--- config.mk ---
export PLATFORM = sky130hd
export DESIGN_NAME = spi_ctrl_unit_flat
export DESIGN_NICKNAME = d
export VERILOG_FILES = /design/src/rtl/spi_pkg.sv /design/src/rtl/spi_ctrl_unit_if.sv /design/src/rtl/spi_cs_decode.sv /design/src/rtl/spi_ctrl_unit.sv /design/src/flat_wrapper.sv
export SDC_FILE = /design/constraint.sdc
export NUM_CORES = 1
export LEC_CHECK = 0
export ABC_AREA = 1
export ABC_CLOCK_PERIOD_IN_PS = 1110
export CAP_MARGIN = 5
export CORE_ASPECT_RATIO = 0.9
export CORE_MARGIN = 3
export CORE_UTILIZATION = 34
export DETAILED_ROUTE_END_ITERATION = 10
export GPL_ROUTABILITY_DRIVEN = 0
export HOLD_SLACK_MARGIN = 0.1
export PLACE_DENSITY_LB_ADDON = 0.12
export RECOVER_POWER = 25
export SYNTH_ARGS = -nofsm -noshare
export SYNTH_HDL_FRONTEND = slang
export SYNTH_HIERARCHICAL = 1
export SYNTH_SLANG_ARGS = --single-unit
--- constraint.sdc ---
create_clock -name clk -period 1.11 [get_ports clk]
set_clock_uncertainty 0.05 [all_clocks]
set_input_delay 0.222 -clock clk [delete_from_list [all_inputs] [get_ports clk]]
set_output_delay 0.222 -clock clk [all_outputs]
set_load 0.02 [all_outputs]
--- src/rtl/spi_pkg.sv ---
// Shared types and constants for the SPI control unit.
// Holds the FSM encoding and the control-word bit map.
package spi_pkg;

   localparam int CNT_W_MAX = 8;
   localparam int N_CS_MAX  = 4;

   typedef enum logic [1:0] {
      ST_IDLE,
      ST_START,
      ST_WAIT
   } state_t;

   localparam int BIT_SEND    = 0;
   localparam int BIT_CS_CTRL = 1;
   localparam int BIT_ALL_1S  = 2;
   localparam int BIT_ALL_0S  = 3;
   localparam int BIT_NTX     = 4;
   localparam int BIT_CS_SEL  = 12;
   localparam int BIT_DONE    = 14;
   localparam int BIT_ERR     = 15;
   localparam int BIT_NRX     = 16;
   localparam int BIT_IRQ_EN  = 29;
   localparam int BIT_BUSY    = 30;

endpackage

--- src/rtl/spi_ctrl_unit_if.sv ---
// Host/engine-facing bundle of the SPI control unit.
// slave is the control unit side, master the driver side.
interface spi_ctrl_unit_if #(
   parameter int CNT_W = 6,
   parameter int N_CS  = 4
);
   logic [31:0]      i_data;
   logic             wr_ctrl;
   logic             wr_send;
   logic             xfer_done;
   logic [CNT_W:0]   n_rx_end;
   logic             xfer_start;
   logic             send;
   logic             busy;
   logic             all_1s;
   logic             all_0s;
   logic             irq;
   logic [CNT_W-1:0] n_tx_end;
   logic [N_CS-1:0]  cs_n;
   logic [31:0]      out_ctrl;

   modport slave (
      input  i_data, wr_ctrl, wr_send,
      input  xfer_done, n_rx_end,
      output xfer_start, send, busy,
      output all_1s, all_0s, irq,
      output n_tx_end, cs_n, out_ctrl
   );

   modport master (
      output i_data, wr_ctrl, wr_send,
      output xfer_done, n_rx_end,
      input  xfer_start, send, busy,
      input  all_1s, all_0s, irq,
      input  n_tx_end, cs_n, out_ctrl
   );
endinterface

--- src/rtl/spi_cs_decode.sv ---
// Registered one-hot active-low chip-select decoder.
// A select index beyond N_CS leaves every line high.
module spi_cs_decode #(
   parameter int N_CS = 4
) (
   input  logic            clk,
   input  logic            rst,
   input  logic [1:0]      cs_sel,
   input  logic            en,
   output logic [N_CS-1:0] cs_n
);

   logic [N_CS-1:0] nxt;

   always_comb begin
      nxt = '1;
      for (int k = 0; k < N_CS; k++)
         if (en && cs_sel == 2'(k))
            nxt[k] = 1'b0;
   end

   always_ff @(posedge clk) begin
      if (rst) cs_n <= '1;
      else     cs_n <= nxt;
   end

endmodule

--- src/rtl/spi_ctrl_unit.sv ---
// SPI control/status register with start/wait sequencing
// towards the SPI engine and chip-select generation.
module spi_ctrl_unit
   import spi_pkg::*;
#(
   parameter int CNT_W = 6,
   parameter int N_CS  = 4
) (
   input logic           clk,
   input logic           rst,
   spi_ctrl_unit_if.slave bus
);

   state_t           state;
   logic             send;
   logic             cs_ctrl;
   logic             all_1s;
   logic             all_0s;
   logic             done;
   logic             err;
   logic             irq_en;
   logic             irq_q;
   logic             start_q;
   logic [CNT_W-1:0] n_tx;
   logic [1:0]       cs_sel;
   logic [CNT_W:0]   n_rx;
   logic [N_CS-1:0]  cs_n;
   logic [31:0]      ctrl;
   logic             idle;
   logic             busy;
   logic             fin;
   logic             wr_any;

   assign idle   = state == ST_IDLE;
   assign busy   = !idle;
   assign fin    = bus.xfer_done && busy;
   assign wr_any = bus.wr_ctrl || bus.wr_send;

   always_ff @(posedge clk) begin
      if (rst) begin
         state   <= ST_IDLE;
         send    <= 1'b0;
         cs_ctrl <= 1'b0;
         all_1s  <= 1'b0;
         all_0s  <= 1'b0;
         done    <= 1'b0;
         err     <= 1'b0;
         irq_en  <= 1'b0;
         irq_q   <= 1'b0;
         start_q <= 1'b0;
         n_tx    <= '0;
         cs_sel  <= '0;
         n_rx    <= '0;
      end else begin
         start_q <= 1'b0;
         irq_q   <= done && irq_en;
         unique case (state)
            ST_IDLE: begin
               if (send) begin
                  state   <= ST_START;
                  start_q <= 1'b1;
               end
            end
            ST_START: state <= fin ? ST_IDLE : ST_WAIT;
            ST_WAIT:  if (fin) state <= ST_IDLE;
            default:  state <= ST_IDLE;
         endcase
         if (idle && bus.wr_ctrl) begin
            send    <= bus.i_data[BIT_SEND];
            cs_ctrl <= bus.i_data[BIT_CS_CTRL];
            all_1s  <= bus.i_data[BIT_ALL_1S];
            all_0s  <= bus.i_data[BIT_ALL_0S];
            n_tx    <= bus.i_data[BIT_NTX +: CNT_W];
            cs_sel  <= bus.i_data[BIT_CS_SEL +: 2];
            irq_en  <= bus.i_data[BIT_IRQ_EN];
         end
         if (idle && bus.wr_send)
            send <= 1'b1;
         // clears first so that later sets win on collision
         if (bus.wr_ctrl && bus.i_data[BIT_DONE])
            done <= 1'b0;
         if (bus.wr_ctrl && bus.i_data[BIT_ERR])
            err <= 1'b0;
         if (busy && wr_any)
            err <= 1'b1;
         if (fin) begin
            send <= 1'b0;
            done <= 1'b1;
            n_rx <= bus.n_rx_end;
         end
      end
   end

   spi_cs_decode #(.N_CS(N_CS)) u_cs (
      .clk    (clk),
      .rst    (rst),
      .cs_sel (cs_sel),
      .en     (cs_ctrl || busy),
      .cs_n   (cs_n)
   );

   always_comb begin
      ctrl                        = '0;
      ctrl[BIT_SEND]              = send;
      ctrl[BIT_CS_CTRL]           = cs_ctrl;
      ctrl[BIT_ALL_1S]            = all_1s;
      ctrl[BIT_ALL_0S]            = all_0s;
      ctrl[BIT_NTX +: CNT_W]      = n_tx;
      ctrl[BIT_CS_SEL +: 2]       = cs_sel;
      ctrl[BIT_DONE]              = done;
      ctrl[BIT_ERR]               = err;
      ctrl[BIT_NRX +: CNT_W + 1]  = n_rx;
      ctrl[BIT_IRQ_EN]            = irq_en;
      ctrl[BIT_BUSY]              = busy;
   end

   assign bus.xfer_start = start_q;
   assign bus.send       = send;
   assign bus.busy       = busy;
   assign bus.all_1s     = all_1s;
   assign bus.all_0s     = all_0s;
   assign bus.irq        = irq_q;
   assign bus.n_tx_end   = n_tx;
   assign bus.cs_n       = cs_n;
   assign bus.out_ctrl   = ctrl;

endmodule

--- src/flat_wrapper.sv ---
// flat-port wrapper written by rule: the top's interface ports become plain ports
module spi_ctrl_unit_flat import spi_pkg::*;
#(
   parameter int CNT_W = 6,
   parameter int N_CS  = 4
)
  (clk, rst, bus_i_data, bus_wr_ctrl, bus_wr_send, bus_xfer_done, bus_n_rx_end, bus_xfer_start, bus_send, bus_busy, bus_all_1s, bus_all_0s, bus_irq, bus_n_tx_end, bus_cs_n, bus_out_ctrl);
  spi_ctrl_unit_if #(.CNT_W(CNT_W), .N_CS(N_CS)) bus_i ();
  input logic clk;
  input logic rst;
  input wire logic [$bits(bus_i.i_data)-1:0] bus_i_data;
  input wire logic [$bits(bus_i.wr_ctrl)-1:0] bus_wr_ctrl;
  input wire logic [$bits(bus_i.wr_send)-1:0] bus_wr_send;
  input wire logic [$bits(bus_i.xfer_done)-1:0] bus_xfer_done;
  input wire logic [$bits(bus_i.n_rx_end)-1:0] bus_n_rx_end;
  output wire logic [$bits(bus_i.xfer_start)-1:0] bus_xfer_start;
  output wire logic [$bits(bus_i.send)-1:0] bus_send;
  output wire logic [$bits(bus_i.busy)-1:0] bus_busy;
  output wire logic [$bits(bus_i.all_1s)-1:0] bus_all_1s;
  output wire logic [$bits(bus_i.all_0s)-1:0] bus_all_0s;
  output wire logic [$bits(bus_i.irq)-1:0] bus_irq;
  output wire logic [$bits(bus_i.n_tx_end)-1:0] bus_n_tx_end;
  output wire logic [$bits(bus_i.cs_n)-1:0] bus_cs_n;
  output wire logic [$bits(bus_i.out_ctrl)-1:0] bus_out_ctrl;
  assign bus_i.i_data = bus_i_data;
  assign bus_i.wr_ctrl = bus_wr_ctrl;
  assign bus_i.wr_send = bus_wr_send;
  assign bus_i.xfer_done = bus_xfer_done;
  assign bus_i.n_rx_end = bus_n_rx_end;
  assign bus_xfer_start = bus_i.xfer_start;
  assign bus_send = bus_i.send;
  assign bus_busy = bus_i.busy;
  assign bus_all_1s = bus_i.all_1s;
  assign bus_all_0s = bus_i.all_0s;
  assign bus_irq = bus_i.irq;
  assign bus_n_tx_end = bus_i.n_tx_end;
  assign bus_cs_n = bus_i.cs_n;
  assign bus_out_ctrl = bus_i.out_ctrl;
  spi_ctrl_unit #(.CNT_W(CNT_W), .N_CS(N_CS)) u_core (.clk(clk), .rst(rst), .bus(bus_i));
endmodule
==> results.tsv <==
metric	value	unit
status	finished with violations	
failing checks	negative setup slack	
clock-pin slew on the worst setup and hold paths	0.06	ns
R2R depth	6	
area share of the largest cell type after synthesis	47.5	%
stages on the worst setup path	6	
FMAX	874	MHz
FF-to-FF Start	u_core/state[1]$_SDFFE_PP0P_	
crit path launch type	register	
hold path start	bus_xfer_done	
standard-cell rows	20	
height of the chip	63.9	µm
CTS tree	built	
Hold Crit Class	input port to register	
RSZ-0062 raised after global routing	true	
crit-path cells	buf_6, nor2_4, nand2_4, buf_12, o21ai_2, nor2_1	
ys flop type	dfxtp_1	
switching share of power	30.1	%
count of cell types in the netlist	18	
Async SR Flop Fraction	0	%
WL/cell	12.0	µm
NetSw	0.863	mW
FF-to-FF setup slack	-0.03	ns
Max VDD drop	842	µV
WP data arrival	1.27	ns
Final Setup Violations	12	
Crit. End Element	register	
CP required	1.23	ns
Slowest Stage Delay on Critical Path	0.33	ns
Area growth syn-to-layout	58.3	%
clk root buf	clkbuf_8	
#FFs+latches synth	30	
fill cell count	342	
total number of vias	1194	
vias in the first global route	1088	
DIE WIDTH	70.3	µm
drt drc	0	
Worst Hold Path EP	u_core/state[1]$_SDFFE_PP0P_	
critical path class	register to register	
drt pass-1 iters	4	
total power draw	2.87	mW
Period minus WS final	1.14	ns
DR WL met3	300	µm
cell taking the most area after synthesis	dfxtp_1	
most common cell in the netlist	nor2_1	
critical path's top delay family	flip-flops	
Routed Antenna Nets	0	
P_int	2.00	mW
LEAKAGE	0.949	nW
Worst-Skew Late Latency	0.28	ns
Vias per Instance	4.36	
GR Util All Layers	14.4	%
period utilization	103	%
power share of the sequential group	41.8	%
Max Root-Sink Buffers	2	
share of cells above drive strength 1	39.1	%
Final nets	273	
# port buffers	65	
synth top area cells	dfxtp_1, buf_4, nor2_1, o21ai_0, o21ai_1	
Die Area	0.00449	mm²
Fin. Hold Viols	0	
fin area	0.00200	mm²
Yosys warning count	6	
CP max stage cell	dfxtp_2	
routed length on met1	1290	µm
PD cells	1430	mW/mm²
total grt overflow	0	
DR WL met2	1630	µm
DR top layer	met4	
H-tree depth	2	
I/O pins	92	
synthesized area	0.00126	mm²
average size of a mapped cell	7.96	µm²
core area	0.00348	mm²
pin count of the biggest net entering global routing	22	
CTS Sinks	30	
Hold Buf Count CTS	0	
Clk pwr share	31.2	%
Synth Instances	159	
max-slew violations	0	
Core Util, Final	57.6	%
Seq/Total Area, Yosys	47.5	%
synth cell count leaders	nor2_1, dfxtp_1, buf_4, nand2_1, o21ai_0	
combinational power share	26.9	%
first-pass GRT wire length	4980	µm
CP Max Fanout	10	
DPL Wire Length	2260	µm
diode count	0	
Starting Density	36.4	%
hold depth	2	
Post-synth EDFFs	0	
WL final	3280	µm
CTS Buf Count	5	
fin worst setup slack	-0.0344	ns
CP bufs+invs	2	
initial antenna violation count	0	
Iteration-0 DRC Markers	16	
max_cap viols	0	
Area after DPL	0.00191	mm²
Worst R2R End	u_core/bus.n_tx_end[5]$_SDFFE_PP0P_	
## layer usage
layer,up-vias,GRT usage (%)
met1,534,15.5
met5,-,0
li1,604,-
met2,50,23.7
met3,6,5.66
met4,0,8.61
## cells by family (layout without fill, tap and decap cells)
logic type      Yosys count  in the layout  share of synthesized area, %
buf+inv                  37             99                          19.3
compound gates           24             24                          9.50
flops                    30             30                          47.5
other cells               1              9                         0.296
simple gates             67             68                          23.4
## worst register-to-register path, stage by stage, from the launching register on
cell and delay, ns:
dfxtp_2 0.33, buf_6 0.11, nor2_4 0.14, nand2_4 0.09, buf_12 0.16, o21ai_2 0.12, nor2_1 0.05
## sequential cells by signal, indices dropped and copies added, names as in the netlist
| register | cells |
|---|---|
| u_core/cs_sel | 2 |
| u_core/bus.all_1s | 1 |
| u_core/bus.send | 1 |
| u_core/cs_ctrl | 1 |
| u_core/bus.irq | 1 |
| u_core/u_cs/cs_n | 4 |
| u_core/n_rx | 7 |
| u_core/bus.xfer_start | 1 |
| u_core/state | 2 |
| u_core/err | 1 |
| u_core/done | 1 |
| u_core/bus.n_tx_end | 6 |
| u_core/irq_en | 1 |
| u_core/bus.all_0s | 1 |
## placed cells by master, fill, tap and decap left out, types with 2 or more instances in the layout
| cell type | n |
|---|---|
| nor2_1 | 42 |
| dfxtp_1 | 27 |
| clkdlybuf4s50_1 | 25 |
| buf_4 | 22 |
| buf_2 | 21 |
| nand2_1 | 13 |
| o21ai_2 | 9 |
| conb_1 | 9 |
| o21ai_1 | 7 |
| clkbuf_8 | 6 |
| buf_6 | 4 |
| inv_2 | 4 |
| inv_1 | 4 |
| o21ai_0 | 4 |
| nand2_4 | 3 |
| clkbuf_2 | 3 |
| nor3_1 | 3 |
| a21oi_1 | 3 |
| dfxtp_2 | 3 |
| clkinv_2 | 2 |
| clkbuf_1 | 2 |
| nor2_4 | 2 |
| nor2_2 | 2 |
| buf_12 | 2 |
## through the flow
step | setup TNS, ns | worst slack [ns] | hold slack (ns) | cells
3_5_place_dp | -9.01 | -0.304 | 0.404 | 261
4_1_cts | -0.387 | -0.0534 | 0.411 | 270
3_3_place_gp | -8.52 | -0.270 | 0.403 | 261
5_1_grt | -1.19 | -0.0869 | 0.352 | 274
2_1_floorplan | 0 | 0.0379 | 0.241 | 167
6_report | -0.207 | -0.0344 | 0.345 | 274
## power by group through the flow
stage | Combinational, mW | Clock, mW | Sequential (mW)
2_1_floorplan | 0.365 | 0 | 1.30
3_3_place_gp | 0.753 | 0 | 1.22
3_5_place_dp | 0.762 | 0 | 1.22
4_1_cts | 0.704 | 0.933 | 1.20
5_1_grt | 0.832 | 0.979 | 1.21
6_report | 0.772 | 0.896 | 1.20
## layout make-up
class	instances	area (µm²)	area share, %
Timing Repair Buffer	81	677	33.8
Sequential cell	30	604	30.2
Multi-Input combinational cell	101	528	26.4
Clock buffer	7	86.3	4.31
Tap cell	44	55.1	2.75
Inverter	10	46.3	2.31
Clock inverter	1	5.00	0.250
## how the worst max path moves through the flow
stage	slack, ns	start	endpoint
finish	-0.03	u_core/state[1]$_SDFFE_PP0P_	u_core/bus.n_tx_end[5]$_SDFFE_PP0P_
global route	-0.09	u_core/state[1]$_SDFFE_PP0P_	u_core/bus.n_tx_end[5]$_SDFFE_PP0P_
CTS	-0.05	u_core/state[0]$_SDFFE_PP0P_	bus_busy
detailed placement	-0.30	u_core/state[0]$_SDFFE_PP0P_	bus_busy
global placement	-0.27	u_core/state[0]$_SDFFE_PP0P_	bus_busy
floorplan	0.04	u_core/state[0]$_SDFFE_PP0P_	u_core/u_cs/cs_n[1]$_SDFF_PP1_
## what timing repair did
action | in CTS | in global routing
endpoints found under the setup margin | 60 | 39
buffers inserted | 1 | 2
hold endpoints to repair | 0 | 0
resized for setup | 176 | 34
gates cloned | 0 | 2
pin swaps | 1 | 5
Power figures use the tool's default switching activity.
